### src/rtl/tt_pwm_bank.sv
// tt_pwm_bank: multi-channel, double-buffered PWM bank on the TinyTapeout user-module pin set.
// Define TT_PWM_CENTER_EN to build center-aligned counting (CTRL[4]); otherwise only edge-aligned exists.
module tt_pwm_bank #(
    parameter int CHANNELS = 4,
    parameter int WIDTH    = 8
) (
    input  logic       clk,
    input  logic       rst_n,
    input  logic       ena,
    input  logic [7:0] ui_in,
    output logic [7:0] uo_out,
    input  logic [7:0] uio_in,
    output logic [7:0] uio_out,
    output logic [7:0] uio_oe
);
    localparam logic [2:0]       ADDR_TOP  = 3'd6;
    localparam logic [2:0]       ADDR_CTRL = 3'd7;
    localparam logic [WIDTH-1:0] CNT_MAX   = '1;
    localparam logic [WIDTH-1:0] CNT_ONE   = WIDTH'(1);

    logic [1:0]       strb_sync_q;
    logic             strb_prev_q;
    logic             wr_en;
    logic [2:0]       wr_addr;
    logic [WIDTH-1:0] wr_data;

    logic [WIDTH-1:0] duty_q   [CHANNELS];
    logic [WIDTH-1:0] shadow_q [CHANNELS];
    logic [WIDTH-1:0] top_q;
    logic [5:0]       ctrl_q;

    logic [3:0]       presc_q, presc_d;
    logic [WIDTH-1:0] cnt_q, cnt_d;
    logic             run, active, tick, wrap;
    logic [CHANNELS-1:0] out_q, out_d;
    logic             wrap_q;
`ifdef TT_PWM_CENTER_EN
    logic             dir_q, dir_d;
`endif

    // The strobe is asynchronous: two flops for metastability, a third to find its rising edge.
    always_ff @(posedge clk or negedge rst_n) begin
        if (!rst_n) begin
            strb_sync_q <= '0;
            strb_prev_q <= 1'b0;
        end else begin
            strb_sync_q <= {strb_sync_q[0], ui_in[7]};
            strb_prev_q <= strb_sync_q[1];
        end
    end

    assign wr_en   = strb_sync_q[1] & ~strb_prev_q;
    assign wr_addr = ui_in[6:4];
    assign wr_data = uio_in[WIDTH-1:0];

    // NOTE: the duty/shadow arrays are plain flops, not RAM, so they take the async reset like any other state.
    always_ff @(posedge clk or negedge rst_n) begin
        if (!rst_n) begin
            for (int i = 0; i < CHANNELS; i++) duty_q[i] <= '0;
            top_q  <= CNT_MAX;
            ctrl_q <= '0;
        end else if (wr_en) begin
            for (int i = 0; i < CHANNELS; i++) begin
                if (wr_addr == 3'(i)) duty_q[i] <= wr_data;
            end
            if (wr_addr == ADDR_TOP)  top_q  <= wr_data;
            if (wr_addr == ADDR_CTRL) ctrl_q <= uio_in[5:0];
        end
    end

    assign run     = ctrl_q[5];
    assign active  = run & ena;
    assign tick    = active & (presc_q == ctrl_q[3:0]);
    assign presc_d = (!active || tick) ? 4'd0 : presc_q + 4'd1;

    // NOTE: every output of this block gets a default first, so no path can infer a latch.
    always_comb begin
        cnt_d = cnt_q;
        wrap  = 1'b0;
`ifdef TT_PWM_CENTER_EN
        dir_d = dir_q;
`endif
        if (!run) begin
            cnt_d = '0;
`ifdef TT_PWM_CENTER_EN
            dir_d = 1'b0;
`endif
        end else if (tick) begin
`ifdef TT_PWM_CENTER_EN
            if (ctrl_q[4]) begin
                // Up to the peak, back down to 1; the valley (or a TOP of 0/1) is the wrap.
                if (!dir_q) begin
                    if (cnt_q == top_q || cnt_q == CNT_MAX) begin
                        if (cnt_q <= CNT_ONE) begin
                            cnt_d = '0;
                            wrap  = 1'b1;
                        end else begin
                            cnt_d = cnt_q - CNT_ONE;
                            dir_d = 1'b1;
                        end
                    end else begin
                        cnt_d = cnt_q + CNT_ONE;
                    end
                end else if (cnt_q <= CNT_ONE) begin
                    cnt_d = '0;
                    dir_d = 1'b0;
                    wrap  = 1'b1;
                end else begin
                    cnt_d = cnt_q - CNT_ONE;
                end
            end else begin
                dir_d = 1'b0;
                if (cnt_q == top_q || cnt_q == CNT_MAX) begin
                    cnt_d = '0;
                    wrap  = 1'b1;
                end else begin
                    cnt_d = cnt_q + CNT_ONE;
                end
            end
`else
            // A TOP lowered below the count lets it run on to all-ones and wrap there.
            if (cnt_q == top_q || cnt_q == CNT_MAX) begin
                cnt_d = '0;
                wrap  = 1'b1;
            end else begin
                cnt_d = cnt_q + CNT_ONE;
            end
`endif
        end
    end

    always_comb begin
        out_d = '0;
        for (int i = 0; i < CHANNELS; i++) out_d[i] = active & (cnt_q < shadow_q[i]);
    end

    always_ff @(posedge clk or negedge rst_n) begin
        if (!rst_n) begin
            presc_q <= '0;
            cnt_q   <= '0;
`ifdef TT_PWM_CENTER_EN
            dir_q   <= 1'b0;
`endif
            for (int i = 0; i < CHANNELS; i++) shadow_q[i] <= '0;
            out_q   <= '0;
            wrap_q  <= 1'b0;
        end else begin
            presc_q <= presc_d;
            cnt_q   <= cnt_d;
`ifdef TT_PWM_CENTER_EN
            dir_q   <= dir_d;
`endif
            // Shadows reload only at the wrap, so a period never changes width once started.
            if (wrap) begin
                for (int i = 0; i < CHANNELS; i++) shadow_q[i] <= duty_q[i];
            end
            out_q  <= out_d;
            wrap_q <= wrap;
        end
    end

    always_comb begin
        uo_out                 = '0;
        uo_out[CHANNELS-1:0]   = out_q;
        uo_out[7]              = wrap_q;
    end

    assign uio_out = 8'h00;
    assign uio_oe  = 8'h00;

    logic unused_ok;
    assign unused_ok = ^{ui_in[3:0], uio_in, ctrl_q[4]};

endmodule

### config.mk
export PLATFORM = sky130hd
export DESIGN_NAME = tt_pwm_bank
export DESIGN_NICKNAME = d
export VERILOG_FILES = /design/src/rtl/tt_pwm_bank.sv
export SDC_FILE = /design/constraint.sdc
export NUM_CORES = 1
export LEC_CHECK = 0
export CORE_UTILIZATION = 41
export DETAILED_ROUTE_END_ITERATION = 8
export DONT_BUFFER_PORTS = 1
export PLACE_DENSITY = 0.6
export SYNTH_ARGS = -nofsm -noshare
export SYNTH_HDL_FRONTEND = slang
export SYNTH_SLANG_ARGS = --single-unit
### constraint.sdc
create_clock -name clk -period 2.65 [get_ports clk]
set_input_delay 0.53 -clock clk [delete_from_list [all_inputs] [get_ports clk]]
set_output_delay 0.53 -clock clk [all_outputs]
set_load 0.05 [all_outputs]
==> Yosys cells after proc, flatten, opt, wreduce, memory -nomap -nowiden <==
Cells that the tools add are included.
{ "word_totals": {"ff_bits": 98, "latch_bits": 0, "mem_bits_rw": 0, "rom_bits": 0, "inputBits": 19, "out_inout_bits": 24, "memories": 0} }
{ "op_classes": {"n_addsub": 2, "multipliers": 0, "div": 0, "order_cmp": 4, "n_eq_ne": 9, "shifts": 0, "n_mux": 7, "n_bitwise": 8, "n_reduce_logical": 10} }
{ "ops": {"columns": ["cell", "count"], "rows": [
  ["less-than comparator 8 bit", 4],
  ["2-to-1 mux 8 bit", 3],
  ["AND reduction 2 bit", 6],
  ["adder 8 x 1 -> 8 bit (second input constant)", 1],
  ["== test 8 bit", 1],
  ["== test 8 bit (second input constant)", 1],
  ["AND 1 bit", 7],
  ["== test 3 x 2 -> 1 bit (second input constant)", 2],
  ["== test 3 bit (second input constant)", 2],
  ["adder 4 x 1 -> 4 bit (second input constant)", 1],
  ["== test 4 bit", 1],
  ["2-to-1 mux 4 bit", 1],
  ["== test 3 x 1 -> 1 bit (second input constant)", 1],
  ["logical NOT 3 bit", 1],
  ["2-to-1 mux 1 bit", 3],
  ["logical OR 1 bit", 2],
  ["!= test 2 x 1 -> 1 bit (second input constant)", 1],
  ["logical NOT 1 bit", 1],
  ["inverter 1 bit", 1]
]} }

==> Depth between registers and ports, before layout <==
{ "depth": {"word_depth": 5, "mapped_depth": 7, "mapped_depth_nobuf": 6} }

==> Worst setup path before layout <==
Ideal clock, no wire load.
{ "synth_path": {"path_kind": "reg2reg", "start": "register cnt_q[7]", "end": "register shadow_q[10] in the netlist's numbering", "setup_ns": 0.125, "arrival_ns": 1.874, "setup_slack_ns": 0.651, "path_stages_with_launch": 7, "path_buffers": 1, "cell_sequence": "dfrtp_1 xor2_1 nor4_2 a32oi_4 nor2_8 buf_12 mux2_4"} }
{ "synth_via": {"elab_chain_cells": 5} }
{ "synth_lines": {"columns": ["element", "line", "source"], "rows": [
  ["start, declared", "33", "logic [WIDTH-1:0] cnt_q, cnt_d;"],
  ["start signal, assigned", "149", "cnt_q <= cnt_d;"],
  ["== test 8 bit", "122", "if (cnt_q == top_q || cnt_q == CNT_MAX) begin"],
  ["logical OR 1 bit (*)", "122", null],
  ["2-to-1 mux 1 bit (*)", "122", null],
  ["2-to-1 mux 1 bit (*)", "88", "end else if (tick) begin"],
  ["2-to-1 mux 1 bit (*)", "83", "if (!run) begin"],
  ["end, declared", "28", "logic [WIDTH-1:0] shadow_q [CHANNELS];"]
]} }
Mark *: on every way between the ends. The rest lies on a longest branch, timed or not.
A chain may end at the register's enable or synchronous reset.

==> Worst setup path after layout <==
{ "layout_path": {"start": "register cnt_q[4]", "end": "register shadow_q[2] in the netlist's numbering"} }
The elaborated chain is that of the path after synthesis.

==> metrics.txt <==
ANT nets after route 0; routability-driven placement congestion ratio 0.710; MaxCap Viol Count 0; Crit Path Class flop to flop; count of flip-flops with a built-in enable after synthesis 0; # IOs 43; synth top area cells dfrtp_1 (45%), mux2_2 (10%), mux2_4 (8.5%), ha_1 (7.6%), dfstp_2 (4.3%); Design Area, Final 5350 um2; Startpoint Class flop; hold crit path type input port to asynchronous set/reset pin; DR vias/cell 5.16; Lkg Pwr 0.00251 uW; Die Y 112 um; worst-case vdd ir drop 423 uV; post-CTS setup repair buffer count 0; CTS Buffer Depth 2; share of cells above drive strength 1 0.293; Worst Reg-to-Reg Cells 6; worst-path maximum fanout 16; synthesized area per cell 13.2 um2; DRC viols 6; ys async rst share 1.00; top cells by count, synth dfrtp_1 (89), mux2_2 (45), ha_1 (30), inv_1 (30), mux2_4 (28); n_diodes 0; cell with the most instances after synthesis dfrtp_1; Arrival @ worst endpoint 2.43 ns; R2R Setup Slk 0.44 ns; Die Width 112 um; initial drt markers 176; synthesized netlist cell count 375; fillers 1038; Inst Count DP 518; Final Hold Vio Count 0; Area Growth Syn to Fin 8.23%; Post-Syn Area 4940 um2; via count 2762; area of the multi-input gates 2230 um2; post-layout min period 2.21 ns; Starting Density 0.427; Final setup viols 0; H-tree depth 3; RSZ-0062 raised after global routing false; failing checks design-rule violations; Worst-Skew Late Latency 0.34 ns; cts repair resizes 0; P_int 2730 uW; # clock sinks 97; die area 12500 um2; Setup crit end kind flop; pin count of the biggest net entering global routing 90; Cell Rows 39; run status complete, but fails checks; initial antenna violation count 0; cts hold-fix bufs 1; slowest library cell on the worst path dfrtp_1; Ys Warns 0; gr ovfl total 0; CTS buffer count 9; first-pass GRT wire length 15.2 mm; Total Neg Setup Slack 0 ns; Logic pwr share 0.168; Post-DP HPWL 6.16 mm; leading area contributor after synthesis dfrtp_1; total global-route track usage 0.161; core area 11600 um2; Tcrit/Tclk final 0.834; Layout Skew 0.00818 ns; Initial DRT Pass Iterations 6; clock share of power 0.319; top-area cell type share of the netlist area 0.451; number of global-route vias before repair 2789; sw frac 0.274; Synth Flop Type dfrtp_1; area of placed instances 5050 um2; Max Freq 453 MHz; Total Routed Length 9.07 mm; Nets 436; input/output buffers 0; final core occ 0.462; Seq pwr share 0.513; Slew headroom 0.557; power per cell area 704 nW/um2; Sw Pwr 1030 uW; count of cell types in the netlist 45; post-synthesis sequential area ratio 0.493; worst path cell trace xor2_1 > nor4_2 > a32oi_4 > nor2_8 > buf_12 > mux2_2; synthesized flop and latch total 97; wire length per cell 16.9 um; worst path required time 2.88 ns; final slew viol count 0; CTS tree done; slowest cell delay on critical path 0.53 ns; post-route insts no fill 535; Slew @ Worst Pin 0.661 ns; sequential cell area 2440 um2; Root Driver clkbuf_16; Clock transition at path regs 0.07 ns
[worst max-delay path, delay by kind of cell (launching register included)]
kind	cells	cell delay, ns
and+or+nand+nor	2	0.59
AOI/OAI and AO/OA	1	0.19
buffers and inverters	1	0.18
xor gates and xnor gates	1	0.24
DFF	1	0.53
muxes	1	0.34
[per-stage QoR]
stage                     setup slack [ns]  total power, uW  hold slack, ns
after global placement               0.455             2530           0.237
final                                0.441             3760          0.0229
after CTS                            0.427             3810          0.0107
after global routing                 0.342             3960         0.00355
after detailed placement             0.449             2560           0.237
after floorplan                      0.651             2460           0.234
[final timing paths]
| path | startpoint | to |
|---|---|---|
| worst max-delay path | cnt_q[4]$_DFFE_PN0P_ | shadow_q[2]$_DFFE_PN0P_ |
| worst min-delay path | rst_n | top_q[6]$_DFFE_PN1P_ |
| worst max register to register | cnt_q[4]$_DFFE_PN0P_ | shadow_q[2]$_DFFE_PN0P_ |
| worst min register to register | strb_sync_q[0]$_DFF_PN0_ | strb_sync_q[1]$_DFF_PN0_ |
| max in group asynchronous | rst_n | shadow_q[29]$_DFFE_PN0P_ |
| min in group clk | ui_in[7] | strb_sync_q[0]$_DFF_PN0_ |
[state kept, by name, summed over array words and instances, names as in the netlist]
register and flops:
out_q 4, top_q 8, ctrl_q 5, wrap_q 1, strb_prev_q 1, cnt_q 8, duty_q 32, presc_q 4
strb_sync_q 2, shadow_q 32
[power groups by stage]
stage,Clock (uW),Combinational (uW),Sequential (uW)
after global placement,0,582,1950
after CTS,1240,640,1930
after detailed placement,0,602,1960
final,1200,631,1930
after floorplan,0,556,1900
after global routing,1300,697,1960
[layout make-up]
type | count | area share
clock inverters | 3 | 0.00328
well taps | 143 | 0.0335
multi-input cells | 239 | 0.417
inverters | 30 | 0.0211
clock buffers | 13 | 0.0468
flip-flops and latches | 97 | 0.456
repair buffers | 10 | 0.0225
[per-layer routing]
layer | track usage | wire length [um]
met1 | 0.223 | 4450
met2 | 0.236 | 4090
met3 | 0.0468 | 360
met4 | 0.0622 | 167
met5 | 0 | 0
[placed cells by master (no fill, tap or decap), drive strengths merged, types with 3 or more instances in the layout]
master  count
o211a       4
o21ai       4
ha         30
nand4       9
or3b        3
clkbuf     13
a21o       11
dfstp       8
buf        10
nand3      13
inv        30
xor2       14
mux2       77
nor3b       3
dfrtp      89
nand2       9
conb       19
o211ai      3
a21oi       5
nand2b      4
a211oi      3
nor2       10
nor4        3
[cells by family after synthesis]
logic type,share of synthesized area
compound gates,0.0486
xor+xnor,0.0266
other cells,0.000759
flops,0.493
mux,0.199
fa+ha+maj,0.0760
simple gates,0.0871
buf+inv,0.0689
Note: power is estimated with default switching activity, not from simulation.
